`src/rtl/pattern_scan_ctrl.sv`:
```
// Serial pattern scanner: streams a latched word MSB-first through a short history
// register and counts (overlapping) occurrences of a right-aligned target pattern.
module pattern_scan_ctrl #(
  parameter int W    = 16,
  parameter int MAXP = 5
) (
  input  logic            CLK,
  input  logic            rst,
  input  logic            start,
  input  logic [W-1:0]    data_in,
  input  logic [MAXP-1:0] pattern,
  input  logic [2:0]      pat_len,
  output logic            busy,
  output logic            done,
  output logic            bit_out,
  output logic            bit_valid,
  output logic            match,
  output logic [4:0]      match_count,
  output logic [4:0]      first_pos
);

  localparam int         IW      = $clog2(W);
  localparam logic [2:0] LEN_MAX = 3'(MAXP);
  localparam logic [4:0] NO_POS  = 5'h1F;

  typedef enum logic [1:0] {
    IDLE  = 2'd0,
    SHIFT = 2'd1,
    DONE  = 2'd2
  } state_t;

  state_t          state_reg;
  logic [W-1:0]    word_reg;
  logic [MAXP-1:0] pat_reg;
  logic [MAXP-1:0] hist_reg;
  logic [2:0]      len_reg;
  logic [2:0]      fill_reg;
  logic [IW-1:0]   idx_reg;

  logic [2:0]      len_clamped;
  logic [MAXP-1:0] len_mask;
  logic [MAXP-1:0] hist_next;
  logic [2:0]      fill_next;
  logic [IW-1:0]   idx_dec;
  logic            hit;

  always_comb begin
    len_clamped = pat_len;
    if (pat_len == 3'd0)
      len_clamped = 3'd1;
    else if (pat_len > LEN_MAX)
      len_clamped = LEN_MAX;
  end

  // Only the low len_reg bits of history/pattern take part in the compare.
  generate
    for (genvar gi = 0; gi < MAXP; gi++) begin : g_mask
      assign len_mask[gi] = (3'(gi) < len_reg);
    end
  endgenerate

  assign hist_next = {hist_reg[MAXP-2:0], bit_out};
  assign fill_next = (fill_reg >= LEN_MAX) ? LEN_MAX : fill_reg + 3'd1;
  assign idx_dec   = idx_reg - IW'(1);
  assign hit       = (fill_next >= len_reg) && (((hist_next ^ pat_reg) & len_mask) == '0);

  always_ff @(posedge CLK or posedge rst) begin
    if (rst) begin
      state_reg   <= IDLE;
      word_reg    <= '0;
      pat_reg     <= '0;
      hist_reg    <= '0;
      len_reg     <= 3'd1;
      fill_reg    <= '0;
      idx_reg     <= '0;
      busy        <= 1'b0;
      done        <= 1'b0;
      bit_out     <= 1'b0;
      bit_valid   <= 1'b0;
      match       <= 1'b0;
      match_count <= '0;
      first_pos   <= NO_POS;
    end else begin
      match <= 1'b0;
      done  <= 1'b0;
      case (state_reg)
        IDLE: begin
          busy      <= 1'b0;
          bit_valid <= 1'b0;
          bit_out   <= 1'b0;
          if (start) begin
            word_reg    <= data_in;
            pat_reg     <= pattern;
            len_reg     <= len_clamped;
            hist_reg    <= '0;
            fill_reg    <= '0;
            idx_reg     <= IW'(W - 1);
            match_count <= '0;
            first_pos   <= NO_POS;
            busy        <= 1'b1;
            bit_valid   <= 1'b1;
            bit_out     <= data_in[W-1];
            state_reg   <= SHIFT;
          end
        end
        SHIFT: begin
          hist_reg <= hist_next;
          fill_reg <= fill_next;
          idx_reg  <= idx_dec;
          if (hit) begin
            match       <= 1'b1;
            match_count <= match_count + 5'd1;
            if (first_pos == NO_POS)
              first_pos <= 5'(IW'(W - 1) - idx_reg);
          end
          // bit_out is registered, so the next stream bit is fetched one index ahead.
          if (idx_reg == '0) begin
            state_reg <= DONE;
            busy      <= 1'b0;
            bit_valid <= 1'b0;
            bit_out   <= 1'b0;
            done      <= 1'b1;
          end else begin
            bit_out <= word_reg[idx_dec];
          end
        end
        DONE: begin
          state_reg <= IDLE;
          busy      <= 1'b0;
          bit_valid <= 1'b0;
          bit_out   <= 1'b0;
        end
        default: begin
          state_reg <= IDLE;
          busy      <= 1'b0;
          bit_valid <= 1'b0;
          bit_out   <= 1'b0;
        end
      endcase
    end
  end

endmodule

```
`config.mk`:
```
export PLATFORM = sky130hd
export DESIGN_NAME = pattern_scan_ctrl
export DESIGN_NICKNAME = d
export VERILOG_FILES = /design/src/rtl/pattern_scan_ctrl.sv
export SDC_FILE = /design/constraint.sdc
export NUM_CORES = 1
export LEC_CHECK = 0
export ABC_AREA = 0
export BUFFER_PORTS_ARGS = -buffer_cell sky130_fd_sc_hd__buf_4
export CAP_MARGIN = 20
export CORE_AREA = 8 8 66 97
export CTS_CLUSTER_SIZE = 20
export DETAILED_ROUTE_END_ITERATION = 12
export DIE_AREA = 0 0 74 105
export PLACE_DENSITY = 0.76
export SKIP_CTS_REPAIR_TIMING = 1
export SLEW_MARGIN = 20
export SYNTH_ARGS = -nofsm -noshare
export SYNTH_HDL_FRONTEND = slang
export SYNTH_SLANG_ARGS = --single-unit
export TNS_END_PERCENT = 5
```
`constraint.sdc`:
```
create_clock -name CLK -period 2.1 [get_ports CLK]
set_clock_uncertainty 0.05 [all_clocks]
set_input_delay 0.42 -clock CLK [delete_from_list [all_inputs] [get_ports CLK]]
set_output_delay 0.42 -clock CLK [all_outputs]
set_load 0.02 [all_outputs]
```
==> results of run 1 <==
critical path: cells and delay by family (launching register included):
| kind | cells | cell delay, ns |
|---|---|---|
| DFF | 1 | 0.38 |
| and+or+nand+nor | 3 | 0.53 |
| muxes | 1 | 0.14 |
| adders and majority gates | 2 | 0.43 |
| buffers and inverters | 2 | 0.24 |
| AOI/OAI and AO/OA | 3 | 0.45 |
cell type report:
cell class	instances	area share
Tap cell	68	0.0279
Sequential cell	51	0.422
Inverter	8	0.00986
Clock buffer	8	0.0263
Multi-Input combinational cell	170	0.366
Timing Repair Buffer	60	0.148
stage by stage:
step                setup TNS [ns]  utilization
finish                       -2.03        0.608
global route                 -3.18        0.608
CTS                          -3.29        0.600
detailed placement           -3.04        0.584
global placement             -2.09        0.584
floorplan                    -1.13            -
layer usage:
metal  GRT usage  up-vias  share of wire
met5           0        -              0
met3      0.0325        4          0.033
met4      0.0474        0         0.0092
met1       0.145      909           0.39
li1            -      915              -
met2       0.272       35           0.57
synth_stat cells, drive strengths merged, types with 5 or more instances:
cell	instances
mux4	5
o21ai	7
clkbuf	7
dfstp	6
a22o	6
nand2	79
xor2	6
nor2	13
dfrtp	45
inv	8
mux2i	6
a21oi	5
ha	8
final timing paths:
kind	slack, ns	endpoint
setup / recovery	-0.24	match_count[3]
hold / removal	0.23	word_reg[13]
setup reg to reg	-0.24	match_count[3]
hold reg to reg	0.42	word_reg[6]
max in group asynchronous	1.33	idx_reg[1]
min in group CLK	0.25	pat_reg[4]
power by group:
group	total (mW)	internal [mW]	switching [mW]
sequential	1.78	1.45	0.330
clock	0.529	0.237	0.292
combinational	2.53	1.28	1.24
total	4.84	2.97	1.86
kinds of logic (layout without fill, tap and decap cells):
group                    after synthesis  after routing  share of synthesized area
flip-flops                            51             51                      0.530
multiplexers                          11             11                     0.0775
adder cells (fa/ha/maj)                8              8                     0.0413
XOR/XNOR                               8              8                     0.0289
AND/OR/NAND/NOR                      107            107                      0.181
AO/OA/AOI/OAI                         36             36                      0.108
buffers and inverters                 18             76                     0.0325
layout by cell type (no fill, tap or decap), types with 3 or more instances in the layout:
master     n
ha_1       5
dfrtp_1   45
buf_4     60
and3_1     3
mux4_1     3
o22a_1     3
o211ai_1   4
clkbuf_1   3
nand2_1   79
a22o_1     6
inv_2      3
o21ai_0    7
dfstp_2    6
nor2_1    11
xor2_1     6
a21oi_1    4
inv_1      5
mux2i_1    6
clkbuf_8   5
==> results.yml, run 1 <==
yosys:
  post_synth.cell_area_avg_um2: 10.1
  yosysTopAreaCell: "dfrtp_1"
  syn_nets: 274
  synthFlopType: "dfrtp_1"
  synth-warning-count: 0
  ys_ff_latch: 51
  netlist_area_mm2: 0.00242
  ys_top_cells_by_area: "dfrtp_1 46%, nand2_1 12%, dfstp_2 6.5%, mux4_1 4.3%, ha_1 4.1%"
  synth_cell_types: 38
  ys_async_sr_fraction: 1.00
  syn_inst: 239
  yosysSeqAreaShare: 0.530
  synth-edff-count: 0
  synth_top_area_share: 0.465
floorplanning:
  initial_core_util: 0.484
  core_mm2: 0.00500
  die_h_um: 105
  die_area_mm2: 0.00777
  die_w_um: 74
  rows: 32
  ioPinCount: 42
placement:
  hpwl_mm: 3.92
  placed_area_mm2: 0.00292
  pre_cts_slack_ns: -0.334
  portBuffers: 41
  dp_cells: 356
  gp_congestion: 0.776
critical_path:
  r2r-start: "fill_reg[1]"
  critPathKind: "flip-flop to flip-flop"
  cp_max_fo: 3
  worst_setup_path_start_kind: "flip-flop"
  required_ns: 2.23
  cp_slowest_cell: "dfrtp_1"
  ff2ff_path_depth: 11
  path_cells: "inv_1 > ha_2 > or3_4 > nor2_4 > nor2_4 > ha_4 > o221ai_2 > a221oi_2 > buf_4 > o211ai_1 > mux2i_1"
  worstSetupEndpointType: "flip-flop"
  critPathLaunch: "fill_reg[1]"
  crit_path_max_incr_delay_ns: 0.38
  path_common_cell: "nor2_4"
  arrival_ns: 2.47
layout:
  largest_reg_flops: 16
  seq_area_mm2: 0.00128
  diodes: 0
  drive_above_1_share: 0.293
  finalNonFillerCells: 365
  multi_input_area_mm2: 0.00111
  nNetsFinal: 331
  fillerInstances: 435
  design_area_mm2: 0.00304
  syn_to_final_growth_pct: 25.7
grt:
  antenna_found_initial: 0
  grt_pass1_wl_mm: 8.89
  grt_pass1_vias: 1955
  grt_overflow: 0
  groute.usage.overall: 0.144
  grt_max_degree: 52
clock_tree:
  cts_root_buf: "clkbuf_8"
  cts_tree: "built"
  clk_pin_slew_ns: 0.09
  numCtsBuffers: 5
  htree_levels: 2
  insertion_delay_ns: 0.30
  cts.sinks: 51
  clockBufferDepth: 2
detailed_routing:
  wirelength_mm: 5.24
  routedWlPerCell_um: 14.4
  drc: 0
  drt_iter0_drc: 87
  first_pass_iters: 4
  postRouteAntennaNets: 0
  vias: 1863
  vias_per_cell: 5.10
job:
  cap_violations: 0
timing:
  finalHoldViolations: 0
  min_period_over_period: 1.12
  slew-limit-headroom: 0.573
  setup_viol: 11
  worstMarginPinSlew_ns: 0.640
  hold_slack_ns: 0.228
  max_freq_mhz: 427
  fin_crit_ns: 2.34
  worst_slack_ns: -0.242
  rsz0062_at_grt: "yes"
  slew_violations: 0
outcome:
  failed_checks: "setup timing"
  status: "finished with violations"
power_and_ir_drop:
  powerDensity_mw_per_mm2: 1590
  finalPower_mw: 4.84
  p_leak_nw: 1.56
  ir_drop_mv: 0.765
hold_path:
  hold_class: "input pin to asynchronous set/reset pin"
No activity file was read; power rests on OpenSTA's default activity.
==> inputs of run 2 (changes only) <==
--- a/config.mk
+++ b/config.mk
@@ -5,14 +5,14 @@
 export SDC_FILE = /design/constraint.sdc
 export NUM_CORES = 1
 export LEC_CHECK = 0
-export ABC_AREA = 0
+export ABC_AREA = 1
 export BUFFER_PORTS_ARGS = -buffer_cell sky130_fd_sc_hd__buf_4
 export CAP_MARGIN = 20
-export CORE_AREA = 8 8 66 97
+export CORE_AREA = 8 8 71 104
 export CTS_CLUSTER_SIZE = 20
 export DETAILED_ROUTE_END_ITERATION = 12
-export DIE_AREA = 0 0 74 105
-export PLACE_DENSITY = 0.76
+export DIE_AREA = 0 0 79 112
+export PLACE_DENSITY = 0.71
 export SKIP_CTS_REPAIR_TIMING = 1
 export SLEW_MARGIN = 20
 export SYNTH_ARGS = -nofsm -noshare
==> run 2 against run 1 <==
  * The run still ends with setup timing left
  * Clock power is 8.3% higher
  * Die area is 14% higher
  * Wire length is 1.3% higher
==> results.yml, run 2 <==
clock_tree:
  cts.sinks: 51
  cts_tree: "built"
  cts_root_buf: "clkbuf_8"
  insertion_delay_ns: 0.31
  clockBufferDepth: 2
  htree_levels: 2
  clk_pin_slew_ns: 0.10
  numCtsBuffers: 5
detailed_routing:
  vias: 2104
  routedWlPerCell_um: 12.2
  postRouteAntennaNets: 0
  drt_iter0_drc: 127
  drc: 0
  wirelength_mm: 5.31
  vias_per_cell: 4.81
  first_pass_iters: 4
critical_path:
  r2r-start: "fill_reg[0]"
  worst_setup_path_start_kind: "flip-flop"
  r2r_slack_ns: -0.008
  required_ns: 2.30
  critPathKind: "flip-flop to flip-flop"
  worstSetupEndpointType: "flip-flop"
  r2r_end: "match_count[3]"
  cp_max_fo: 7
  arrival_ns: 2.31
  ff2ff_path_depth: 12
yosys:
  synth_cell_types: 32
  ys_top_cells_by_count: "122 x nand2_1, 45 x dfrtp_1, 30 x nand3_1"
  ys_top_cells_by_area: "dfrtp_1 43%, nand2_1 18%, dfstp_2 6.1%, nand3_1 5.8%, inv_1 4.1%"
  netlist_area_mm2: 0.00259
  synth-warning-count: 0
  yosysMostFrequentCell: "nand2_1"
  ys_ff_latch: 51
  post_synth.cell_area_avg_um2: 8.16
  synth_top_area_share: 0.434
  syn_nets: 353
  yosysSeqAreaShare: 0.495
  syn_inst: 318
  synth-edff-count: 0
  ys_async_sr_fraction: 1.00
  yosysTopAreaCell: "dfrtp_1"
  synthFlopType: "dfrtp_1"
layout:
  diodes: 0
  fillerInstances: 602
  largest_reg_flops: 16
  mostFrequentLayoutCell: "nand2_1"
  syn_to_final_growth_pct: 19.8
  final_cell_mix: "122 x nand2_1, 47 x buf_4, 45 x dfrtp_1"
  drive_above_1_share: 0.229
  nNetsFinal: 397
  design_area_mm2: 0.00311
  finalNonFillerCells: 437
floorplanning:
  initial_core_util: 0.436
  ioPinCount: 42
  die_h_um: 112
  rows: 35
  die_w_um: 79
  die_area_mm2: 0.00885
  core_mm2: 0.00596
timing:
  fin_crit_ns: 2.11
  slew_violations: 0
  min_period_over_period: 1.00
  worst_slack_ns: -0.00796
  finalHoldViolations: 0
  rsz0062_at_grt: "yes"
  max_freq_mhz: 474
  slew-limit-headroom: 0.656
  setup_viol: 5
  worstMarginPinSlew_ns: 0.515
grt:
  grt_max_degree: 31
  grt_overflow: 0
  grt_pass1_wl_mm: 9.26
  grt_pass1_vias: 2122
  antenna_found_initial: 0
  groute.usage.overall: 0.127
placement:
  gp_congestion: 0.780
  placed_area_mm2: 0.00299
  portBuffers: 41
  dp_cells: 429
  hpwl_mm: 3.97
job:
  cap_violations: 0
power_and_ir_drop:
  p_switching_mw: 2.21
  finalPower_mw: 4.94
  power_frac_seq: 0.364
  p_int_mw: 2.73
  clkPwrFrac: 0.116
  powerDensity_mw_per_mm2: 1590
  p_leak_nw: 1.64
  pwr-share-comb: 0.520
  ir_drop_mv: 0.825
  swShare: 0.447
outcome:
  failed_checks: "setup timing"
  status: "finished with violations"
hold_path:
  hold_class: "input pin to asynchronous set/reset pin"
-- run 2: layout make-up --
cell class | instances | area (um^2) | area share
clock buffer | 5 | 68.8 | 0.0222
tap | 74 | 92.6 | 0.0298
inverter | 32 | 126 | 0.0407
clock inverter | 3 | 20.0 | 0.00644
timing repair buffer | 48 | 373 | 0.120
sequential | 51 | 1280 | 0.413
multi-input combinational | 224 | 1140 | 0.368
-- run 2: how the worst max path moves through the flow --
stage / start / endpoint / slack (ns) / cells past startpoint
2_1_floorplan: fill_reg[0] / match_count[0] / 0.03 / 13
3_3_place_gp: fill_reg[0] / match_count[1] / -0.04 / 13
3_5_place_dp: fill_reg[0] / match_count[1] / -0.10 / 13
4_1_cts: fill_reg[0] / match_count[3] / -0.12 / 13
5_1_grt: fill_reg[1] / match_count[4] / -0.19 / 13
6_report: fill_reg[0] / match_count[3] / -0.008 / 12
-- run 2: power by group through the flow --
| stage | logic, mW | clock network [mW] | registers, mW |
|---|---|---|---|
| 2_1_floorplan | 1.80 | 0 | 1.86 |
| 3_3_place_gp | 2.46 | 0 | 1.80 |
| 3_5_place_dp | 2.50 | 0 | 1.82 |
| 4_1_cts | 2.52 | 0.584 | 1.80 |
| 5_1_grt | 2.95 | 0.619 | 1.86 |
| 6_report | 2.57 | 0.573 | 1.80 |
-- run 2: stage by stage --
| stage | setup TNS, ns | worst slack, ns | util | hold slack [ns] |
|---|---|---|---|---|
| after floorplan | 0 | 0.0275 | - | 0.399 |
| after global placement | -0.186 | -0.0411 | 0.502 | 0.412 |
| after detailed placement | -0.509 | -0.102 | 0.502 | 0.415 |
| after CTS | -0.699 | -0.122 | 0.517 | 0.107 |
| after global routing | -1.74 | -0.190 | 0.522 | 0.128 |
| final | -0.0244 | -0.00796 | 0.522 | 0.0970 |
-- run 2: logic make-up after synthesis --
group	Yosys count	synth area share
and+or+nand+nor	186	0.318
adders and majority gates	8	0.0386
DFF	51	0.495
xor gates and xnor gates	5	0.0169
AOI/OAI and AO/OA	25	0.0545
buffers and inverters	43	0.0767
-- run 2: worst max-delay path: stages, from the launching register on --
cell and delay, ns:
dfrtp_1 0.42, ha_1 0.21, nor3_2 0.18, nand3_1 0.09
o21a_1 0.14, ha_4 0.28, and3_1 0.16, nor2_2 0.05
nor2_4 0.13, nand3_4 0.12, nand2_2 0.10, nand2_1 0.05
nand2_1 0.06
-- run 2: layer usage --
layer | vias up | global-route usage | routed length, um | part of all wire
met4 | 0 | 0.0522 | 135 | 0.025
met2 | 38 | 0.229 | 2790 | 0.52
met1 | 968 | 0.136 | 2200 | 0.41
met3 | 10 | 0.0290 | 191 | 0.036
li1 | 1088 | - | - | -
met5 | - | 0 | 0 | 0
==> inputs of run 3 (changes only) <==
--- a/config.mk
+++ b/config.mk
@@ -8,11 +8,12 @@
 export ABC_AREA = 1
 export BUFFER_PORTS_ARGS = -buffer_cell sky130_fd_sc_hd__buf_4
 export CAP_MARGIN = 20
-export CORE_AREA = 8 8 71 104
+export CORE_AREA = 8 8 79 95
 export CTS_CLUSTER_SIZE = 20
 export DETAILED_ROUTE_END_ITERATION = 12
-export DIE_AREA = 0 0 79 112
-export PLACE_DENSITY = 0.71
+export DIE_AREA = 0 0 87 103
+export HOLD_SLACK_MARGIN = 0.02
+export PLACE_DENSITY = 0.7
 export SKIP_CTS_REPAIR_TIMING = 1
 export SLEW_MARGIN = 20
 export SYNTH_ARGS = -nofsm -noshare
==> run 3 against run 2 <==
  * The flow still finishes with violations (setup timing)
  * Die area up 1.3%
  * First-iteration DRC count is 43% lower
  * Power rose by 4.1%
  * Critical path depth decreased by 1
  * Clock power up 25%
  * Count of clock-buffer cells in the layout grew 1
  * Wire length is 4.8% higher
  * Final area increased by 1.5%
==> results.yml, run 3 (synthesis gave the netlist of run 2 again) <==
clock_tree:
  numCtsBuffers: 5
  clk_pin_slew_ns: 0.10
  cts.sinks: 51
  clockBufferDepth: 2
  cts_root_buf: "clkbuf_8"
  insertion_delay_ns: 0.31
  htree_levels: 2
  cts_tree: "built"
power_and_ir_drop:
  ir_drop_mv: 0.604
  p_switching_mw: 2.24
  p_int_mw: 2.91
  p_leak_nw: 1.66
  clkPwrFrac: 0.139
  swShare: 0.434
  powerDensity_mw_per_mm2: 1630
  pwr-share-comb: 0.513
  power_frac_seq: 0.349
critical_path:
  r2r_end: "match_count[2]"
  worst_setup_path_start_kind: "flip-flop"
  path_cells: "ha_2 > nor3_2 > nand3_1 > o21a_1 > ha_4 > and3_4 > nor2_2 > nor2_4 > nand3_4 > nand3_1 > nand2_1"
  r2r_slack_ns: -0.02
  r2r-start: "fill_reg[0]"
  required_ns: 2.26
  ff2ff_path_depth: 11
  worstSetupEndpointType: "flip-flop"
  crit_path_max_incr_delay_ns: 0.42
  cp_slowest_cell: "dfrtp_1"
  cp_max_fo: 7
  critPathKind: "flip-flop to flip-flop"
  path_common_cell: "nand3_1"
  arrival_ns: 2.28
timing:
  max_freq_mhz: 471
  slew-limit-headroom: 0.673
  setup_viol: 2
  hold_slack_ns: 0.0746
  min_period_over_period: 1.01
  worstMarginPinSlew_ns: 0.490
  setup_tns_ns: -0.0358
  fin_crit_ns: 2.12
  finalHoldViolations: 0
  rsz0062_at_grt: "yes"
  slew_violations: 0
  worst_slack_ns: -0.0219
floorplanning:
  die_w_um: 87
  ioPinCount: 42
  die_area_mm2: 0.00896
  initial_core_util: 0.437
  core_mm2: 0.00593
  die_h_um: 103
  rows: 31
placement:
  hpwl_mm: 4.07
  portBuffers: 41
  dp_cells: 437
  gp_congestion: 0.850
detailed_routing:
  vias_per_cell: 4.70
  first_pass_iters: 4
  drt_iter0_drc: 73
  postRouteAntennaNets: 0
  drc: 0
  routedWlPerCell_um: 12.5
  vias: 2093
  wirelength_mm: 5.57
layout:
  nNetsFinal: 397
  drive_above_1_share: 0.234
  mostFrequentLayoutCell: "nand2_1"
  final_cell_mix: "122 x nand2_1, 47 x buf_4, 45 x dfrtp_1"
  largest_reg_flops: 16
  finalNonFillerCells: 445
  syn_to_final_growth_pct: 21.6
  fillerInstances: 598
  fin_util: 0.531
  diodes: 0
grt:
  antenna_found_initial: 0
  grt_max_degree: 32
  grt_pass1_wl_mm: 9.49
  grt_overflow: 0
  groute.usage.overall: 0.135
  grt_pass1_vias: 2224
outcome:
  status: "finished with violations"
  failed_checks: "setup timing"
job:
  cap_violations: 0
hold_path:
  hold_class: "input pin to asynchronous set/reset pin"
## run 3: cell count changes in the layout (fill, tap and decap cells not counted), sizes merged
cell / delta
clkbuf: +1
bufinv: +1
clkinvlp: -2
## run 3: final cells by class
class | count | area [um^2] | share of cell area
clock buffers | 6 | 82.6 | 0.0262
clock inverters | 2 | 35.0 | 0.0111
repair buffers | 48 | 373 | 0.118
well taps | 82 | 103 | 0.0325
inverters | 32 | 126 | 0.0401
flip-flops and latches | 51 | 1280 | 0.407
multi-input cells | 224 | 1150 | 0.365
## run 3: stage by stage
step	area [um^2]	setup slack [ns]	total power [mW]
finish	3150	-0.0219	5.15
global route	3150	-0.181	5.63
CTS	3120	-0.181	5.08
detailed placement	3000	-0.166	4.35
global placement	3000	-0.0436	4.26
floorplan	2600	0.0275	3.66
## run 3: worst max-delay path by stage
stage,startpoint,endpoint,depth (start not counted)
floorplan,fill_reg[0],match_count[0],13
global placement,fill_reg[0],match_count[0],13
detailed placement,fill_reg[0],match_count[2],13
CTS,fill_reg[0],match_count[2],13
global route,fill_reg[0],match_count[2],12
finish,fill_reg[0],match_count[2],11
## run 3: power by group through the flow
| stage | sequential, mW | combinational (mW) | clock, mW |
|---|---|---|---|
| after global placement | 1.80 | 2.46 | 0 |
| after floorplan | 1.86 | 1.80 | 0 |
| after detailed placement | 1.82 | 2.54 | 0 |
| after CTS | 1.80 | 2.55 | 0.732 |
| after global routing | 1.86 | 3.00 | 0.765 |
| final | 1.80 | 2.64 | 0.714 |
## run 3: critical path: cells and delay by family, from the launching register on
kind,cells,cell delay (ns)
AND/OR/NAND/NOR,8,0.93
flip-flops,1,0.42
adder cells (fa/ha/maj),2,0.49
AO/OA/AOI/OAI,1,0.15
## run 3: routing by layer
metal  routed length, um  GRT usage  share of wire  vias up
li1                    -          -              -     1085
met1                2420      0.145           0.43      964
met2                2810      0.244           0.50       36
met3                 230     0.0351          0.041        8
met4                 105     0.0544          0.019        0
met5                   0          0              0        -
